**src/rtl/rca_frame_accumulator.sv**
```systemverilog
`default_nettype none
// ============================================================================
// Module   : rca_frame_accumulator (with ripple_carry_adder)
// Purpose  : Accumulates a frame of up to MAX_OPS operands through a single
//            N-bit ripple-carry adder. It reports the frame sum, a sticky
//            carry-out and the operand count over a valid/ready handshake.
// Revision : 1.0 - initial release
// ============================================================================

// Plain N-bit ripple-carry adder built from a chain of full adders.
module ripple_carry_adder #(
   parameter int N = 4
) (
   input  logic [N-1:0] a,
   input  logic [N-1:0] b,
   input  logic         cin,
   output logic [N-1:0] sum,
   output logic         cout
);

   logic [N:0] carry_chain;

   assign carry_chain[0] = cin;

   generate
      for (genvar i = 0; i < N; i++) begin : g_bit
         assign sum[i]           = a[i] ^ b[i] ^ carry_chain[i];
         assign carry_chain[i+1] = (a[i] & b[i]) | (carry_chain[i] & (a[i] ^ b[i]));
      end
   endgenerate

   assign cout = carry_chain[N];

endmodule

module rca_frame_accumulator #(
   parameter int N       = 4,
   parameter int MAX_OPS = 4
) (
   input  logic                           clk,
   input  logic                           rst_n,
   input  logic                           in_valid,
   output logic                           in_ready,
   input  logic [N-1:0]                   in_data,
   input  logic                           in_last,
   output logic                           out_valid,
   input  logic                           out_ready,
   output logic [N-1:0]                   out_sum,
   output logic                           out_carry,
   output logic [$clog2(MAX_OPS+1)-1:0]   out_count
);

   localparam int            CW      = $clog2(MAX_OPS + 1);
   localparam logic [CW-1:0] MAX_CNT = CW'(MAX_OPS);
   localparam logic [CW-1:0] ONE_CNT = CW'(1);

   typedef enum logic [1:0] {
      IDLE  = 2'd0,
      ACCUM = 2'd1,
      DONE  = 2'd2
   } state_t;

   state_t        state, state_nxt;
   logic [N-1:0]  acc, acc_nxt;
   logic          carry, carry_nxt;
   logic [CW-1:0] cnt, cnt_nxt;

   logic [N-1:0]  add_a;
   logic [N-1:0]  add_sum;
   logic          add_cout;
   logic [CW-1:0] cnt_inc;
   logic          accept;

   // The first operand of a frame is added to zero so a stale total never leaks in.
   assign add_a = (state == ACCUM) ? acc : '0;

   ripple_carry_adder #(.N(N)) u_adder (
      .a    (add_a),
      .b    (in_data),
      .cin  (1'b0),
      .sum  (add_sum),
      .cout (add_cout)
   );

   // in_ready depends on state only, and is forced low while reset is held.
   assign in_ready  = rst_n && (state != DONE);
   assign accept    = in_valid && in_ready;
   assign cnt_inc   = cnt + ONE_CNT;

   // Results come straight from the registers, so there is no path from in_* to out_*.
   assign out_valid = (state == DONE);
   assign out_sum   = acc;
   assign out_carry = carry;
   assign out_count = cnt;

   // Next-state and datapath update decode.
   always_comb begin
      state_nxt = state;
      acc_nxt   = acc;
      carry_nxt = carry;
      cnt_nxt   = cnt;
      case (state)
         IDLE: begin
            if (accept) begin
               acc_nxt   = add_sum;
               carry_nxt = 1'b0;
               cnt_nxt   = ONE_CNT;
               if (in_last || (MAX_OPS == 1)) state_nxt = DONE;
               else                           state_nxt = ACCUM;
            end
         end
         ACCUM: begin
            if (accept) begin
               acc_nxt   = add_sum;
               carry_nxt = carry | add_cout;
               cnt_nxt   = cnt_inc;
               if (in_last || (cnt_inc == MAX_CNT)) state_nxt = DONE;
            end
         end
         DONE: begin
            if (out_ready) begin
               state_nxt = IDLE;
               acc_nxt   = '0;
               carry_nxt = 1'b0;
               cnt_nxt   = '0;
            end
         end
         default: begin
            state_nxt = IDLE;
            acc_nxt   = '0;
            carry_nxt = 1'b0;
            cnt_nxt   = '0;
         end
      endcase
   end

   // State and accumulator registers; reset drops any partial frame.
   always_ff @(posedge clk or negedge rst_n) begin
      if (!rst_n) begin
         state <= IDLE;
         acc   <= '0;
         carry <= 1'b0;
         cnt   <= '0;
      end else begin
         state <= state_nxt;
         acc   <= acc_nxt;
         carry <= carry_nxt;
         cnt   <= cnt_nxt;
      end
   end

endmodule
`default_nettype wire
```
**config.mk**
```make
export PLATFORM = sky130hd
export DESIGN_NAME = rca_frame_accumulator
export DESIGN_NICKNAME = d
export VERILOG_FILES = /design/src/rtl/rca_frame_accumulator.sv
export SDC_FILE = /design/constraint.sdc
export NUM_CORES = 1
export LEC_CHECK = 0
export CAP_MARGIN = 25
export CORE_AREA = 2 2 44 46
export CTS_CLUSTER_DIAMETER = 150
export DETAILED_ROUTE_END_ITERATION = 7
export DIE_AREA = 0 0 46 48
export GPL_TIMING_DRIVEN = 0
export PLACE_DENSITY = 0.7
export SYNTH_ARGS = -nofsm -noshare
export SYNTH_HDL_FRONTEND = slang
export SYNTH_SLANG_ARGS = --single-unit
```
**constraint.sdc**
```tcl
create_clock -name clk -period 5.8 [get_ports clk]
set_input_delay 1.74 -clock clk [delete_from_list [all_inputs] [get_ports clk]]
set_output_delay 1.74 -clock clk [all_outputs]
set_load 0.02 [all_outputs]
```
======== Yosys cells after proc, flatten, opt, wreduce, memory -nomap -nowiden ========
Index checks and enable logic that the tools add are counted.
word-level totals
  flip-flop bits (word level) ............. 10
  output and inout bits ................... 10
cells by class
  eq/ne operators ......................... 9
  reduce and logical (&&, ||, !) cells .... 8
  muxes and demuxes ....................... 18
  bitwise operators ....................... 18
  add/sub/neg operators ................... 1
operators by type and width
  operator               number
  $mux W4                3
  $mux W2                5
  $mux W3                3
  $pmux W3 S3            1
  $pmux W4 S2            1
  $and A1 B1 Y1          7
  $xor A1 B1 Y1          7
  $ne A2 B1 Y1 const B   3
  $ne A2 B2 Y1 const B   3
  $pmux W2 S3            1
  $or A1 B1 Y1           4
  $reduce_and A4 Y1      1
  $add A3 B1 Y3 const B  1
  $eq A3 B3 Y1 const B   1
  $mux W1                3
  $pmux W1 S3            1
  $reduce_and A3 Y1      1
  $eq A2 B1 Y1 const B   1
  $eq A2 B2 Y1 const B   1
  $logic_and A1 B1 Y1    2
  $logic_not A2 Y1       1
  $reduce_and A2 Y1      1
  $reduce_or A2 Y1       1
  $logic_or A1 B1 Y1     1

======== Logic depth before layout (Yosys ltp) ========
  depth in word-level cells ............... 12
  depth in mapped cells ................... 11
  depth with buffers taken out ............ 10

======== By module ========
A second synthesis with hierarchy kept.
second synthesis, totals
  cell total of the unflattened synthesis .. 65
  area total of the unflattened synthesis .. 663.1 sq um
modules (own cells, without submodules)
  module                 times used  cells each  area an instance (sq um)  sequential area each (sq um)
  rca_frame_accumulator  1           51          545.5                     250.2
  ripple_carry_adder     1           14          117.6                     0.0

======== Least setup slack after synthesis ========
Ideal clock, no wire load.
  kind .................................... input port to output port
  from .................................... input rst_n
  to ...................................... output in_ready
  buffers on the path ..................... 0
  path slack .............................. 1.993 ns
  stages on the path ...................... 1
  arrival time ............................ 2.067 ns
  cell sequence ........................... nor2b_1
between the ends
  word-level cells in the longest chain between the ends .. 1
ends and longest elaborated chain
  element              RTL line  RTL
  start: declaration   41        input logic rst_n,
  $logic_and A1 B1 Y1  86        assign in_ready = rst_n && (state != DONE);
  end: declaration     43        output logic in_ready,
Every way passes these cells.

======== Worst setup path in the final report ========
Ends and elaborated chain as after synthesis.

==> summary.txt <==
STA
  • TNS Setup: 0 ns
  • Hold Fails Final Rpt: 0
  • Worst-Margin Slew: 0.546 ns
  • # setup viols final: 0
  • Clock skew: 0.00168 ns
  • Final slew viol count: 0
  • Period utilization: about nine tenths
  • Post-layout minimum cycle time: around 5.1 ns
  • RSZ-0062 raised after global routing: false
  • Max Freq: 196 MHz
  • Worst hold margin: 0.550 ns
  • Slew margin rel.: 63.5%

Detailed routing
  • Final Routed Wirelength: about 1.4 mm
  • Vias after detailed routing: between 500 and 600
  • Initial DRC Count: 12
  • DRT antenna net count: 0
  • DR WL/cell: 13.4 µm
  • Post-route DRC: 0
  • DR vias/cell: 5.15
  • DR pass1 iterations: 4

Hold path
  • Hold_sp: out_sum[2]
  • Worst hold path class: register to register

Final layout
  • Final non-filler cell total: 106
  • Most frequent cells in the layout: clkdlybuf4s50_1, dfrtp_1, inv_1
  • Share of cells above drive strength 1: roughly 12%
  • Commonest non-fill, non-tap cell in the layout: clkdlybuf4s50_1
  • Diode count: 0
  • Layout Nets: 106
  • Area grow syn2layout: 33.5%

Global route
  • Initial antenna violation count: 0
  • Largest net degree at the start of global routing: 14
  • Gr busiest metal: met2
  • Global route overflow: 0
  • Vias in the first global route: between 500 and 600
  • Met1 Use GR: roughly a fifth
  • Global-route wire length before repair: 2.31 mm
  • Total track usage: 15.5%
  • Met3 usage: 2.26%
  • Met2 Use GR: a little under a quarter

Clocking
  • Sink Count: 10
  • Max Buffers Root-to-Sink: 2
  • Post-CTS Hold Buffers: 0
  • # resized after CTS: 0
  • Clock tree root driver cell: clkbuf_4
  • Inserted Clock Buffers: 3
  • Postcts setup bufs: 0
  • Clk slew on worst S/H paths: ~0.060 ns
  • CTS tree: done
  • Later-pin clock latency in the skew report: 0.26 ns
  • H-tree Lvls: 1

Critical path
  • Crit path launch: rst_n
  • Worst reg-to-reg setup slack: 3.40 ns
  • Crit Reg-Reg Endpoint: out_sum[3]
  • R2R depth: 10
  • WS Path Type: primary input to output port
  • Crit path max fanout: 13
  • R2r startpoint: state[1]
  • Critical Path RT: 4.06 ns
  • Crit path DAT: 3.37 ns
  • Crit. End Element: output port
  • CP Launch Type: primary input
  • Setup crit end: in_ready

Pwr
  • Maximum VDD drop: 0.191 mV
  • Overall power: 0.358 mW
  • Leakage: 0.397 nW
  • Power per cell area: 401 mW/mm²

Floorplan
  • Die height: 48 µm
  • Starting Density: 39.6%
  • Ports: 19
  • Die Wd: 46 µm
  • Core Area: 0.00169 mm²
  • Row count: 15
  • Die Area: 0.00221 mm²

Synth
  • Count of flip-flops with a built-in enable after synthesis: 0
  • Avg Inst Size Synth: 9.84 µm²
  • Netlist Area Pre-Place: approximately 670 µm²
  • Synth warnings: 0
  • Ys async rst share: 100%
  • Syn Inst Count: between 60 and 70
  • Library cells used by synthesis: 28
  • Synth top area cells: dfrtp_1, fa_1, ha_1, inv_1, nand3_1
  • Synth top area share: between 30% and 40%
  • Synth Net Count: 83
  • Post-synthesis register bit count: 10
  • Most used DFF post-synth: dfrtp_1
  • Area leader, netlist: dfrtp_1
  • Register area share after synthesis: 37.4%

Status
  • Status: finished clean

Placement
  • # port buffers: 18
  • Inst Count DP: 103
  • Placer congestion estimate: 0.787
  • Dpl hpwl: ~1.1 mm

Flow run
  • Max-Cap Viols: 0
-- worst max-delay path, cell delays in order --
cell	delay, ns
clkdlybuf4s50_1	0.81
nor2b_1	0.20
clkdlybuf4s50_1	0.61
-- state kept, by name, summed over array words and instances, names as in the netlist --
name	count
state	2
out_count	3
out_sum	4
out_carry	1
-- through the flow --
stage,area (µm²),util [%],worst slack (ns)
4_1_cts,893,52.9,0.646
6_report,893,52.9,0.694
5_1_grt,893,52.9,0.529
2_1_floorplan,669,-,1.99
3_3_place_gp,871,51.6,0.681
3_5_place_dp,871,51.6,0.643
-- cell usage after synthesis, types with 2 or more instances --
cell and n:
a21oi_1 2, buf_2 2, dfrtp_1 10, fa_1 3, ha_1 3, inv_1 9
mux2_4 2, nand3_1 6, nand4_1 2, nor2_1 3, nor2b_1 3, nor3_1 4
o21ai_0 4
-- where the power goes --
part | switching (mW) | total, mW | leakage [nW] | internal (mW)
logic | 0.104 | 0.197 | 0.253 | 0.0928
registers | 0.0204 | 0.114 | 0.130 | 0.0934
clock network | 0.0238 | 0.0477 | 0.0138 | 0.0240
total | 0.148 | 0.358 | 0.397 | 0.210
-- worst min path at each step --
stage	endpoint	slack (ns)	cells past startpoint
2_1_floorplan	out_count[1]	0.62	3
3_3_place_gp	out_sum[2]	0.53	1
3_5_place_dp	out_sum[2]	0.54	1
4_1_cts	out_sum[2]	0.56	1
5_1_grt	out_sum[2]	0.57	1
6_report	out_sum[2]	0.55	1
-- area by class of cell --
type / count / area [µm²]
fillers: 149 / 796
multi-input cells: 46 / 364
flip-flops and latches: 10 / 250
repair buffers: 18 / 180
inverters: 9 / 33.8
clock buffers: 3 / 22.5
plain buffers: 3 / 21.3
well taps: 17 / 21.3
-- metal layers --
metal  wire, µm  vias to the layer above
li1           -                      279
met5          0                        -
met4         49                        0
met2        626                       18
met3         64                        5
met1        681                      244
-- cell families after synthesis --
group           synth area share [%]
xor+xnor                        1.31
flops                           37.4
compound gates                  14.0
simple gates                    18.5
buf+inv                         8.22
mux                             5.98
fa+ha+maj                       14.6
No activity file was read; power rests on OpenSTA's default activity.
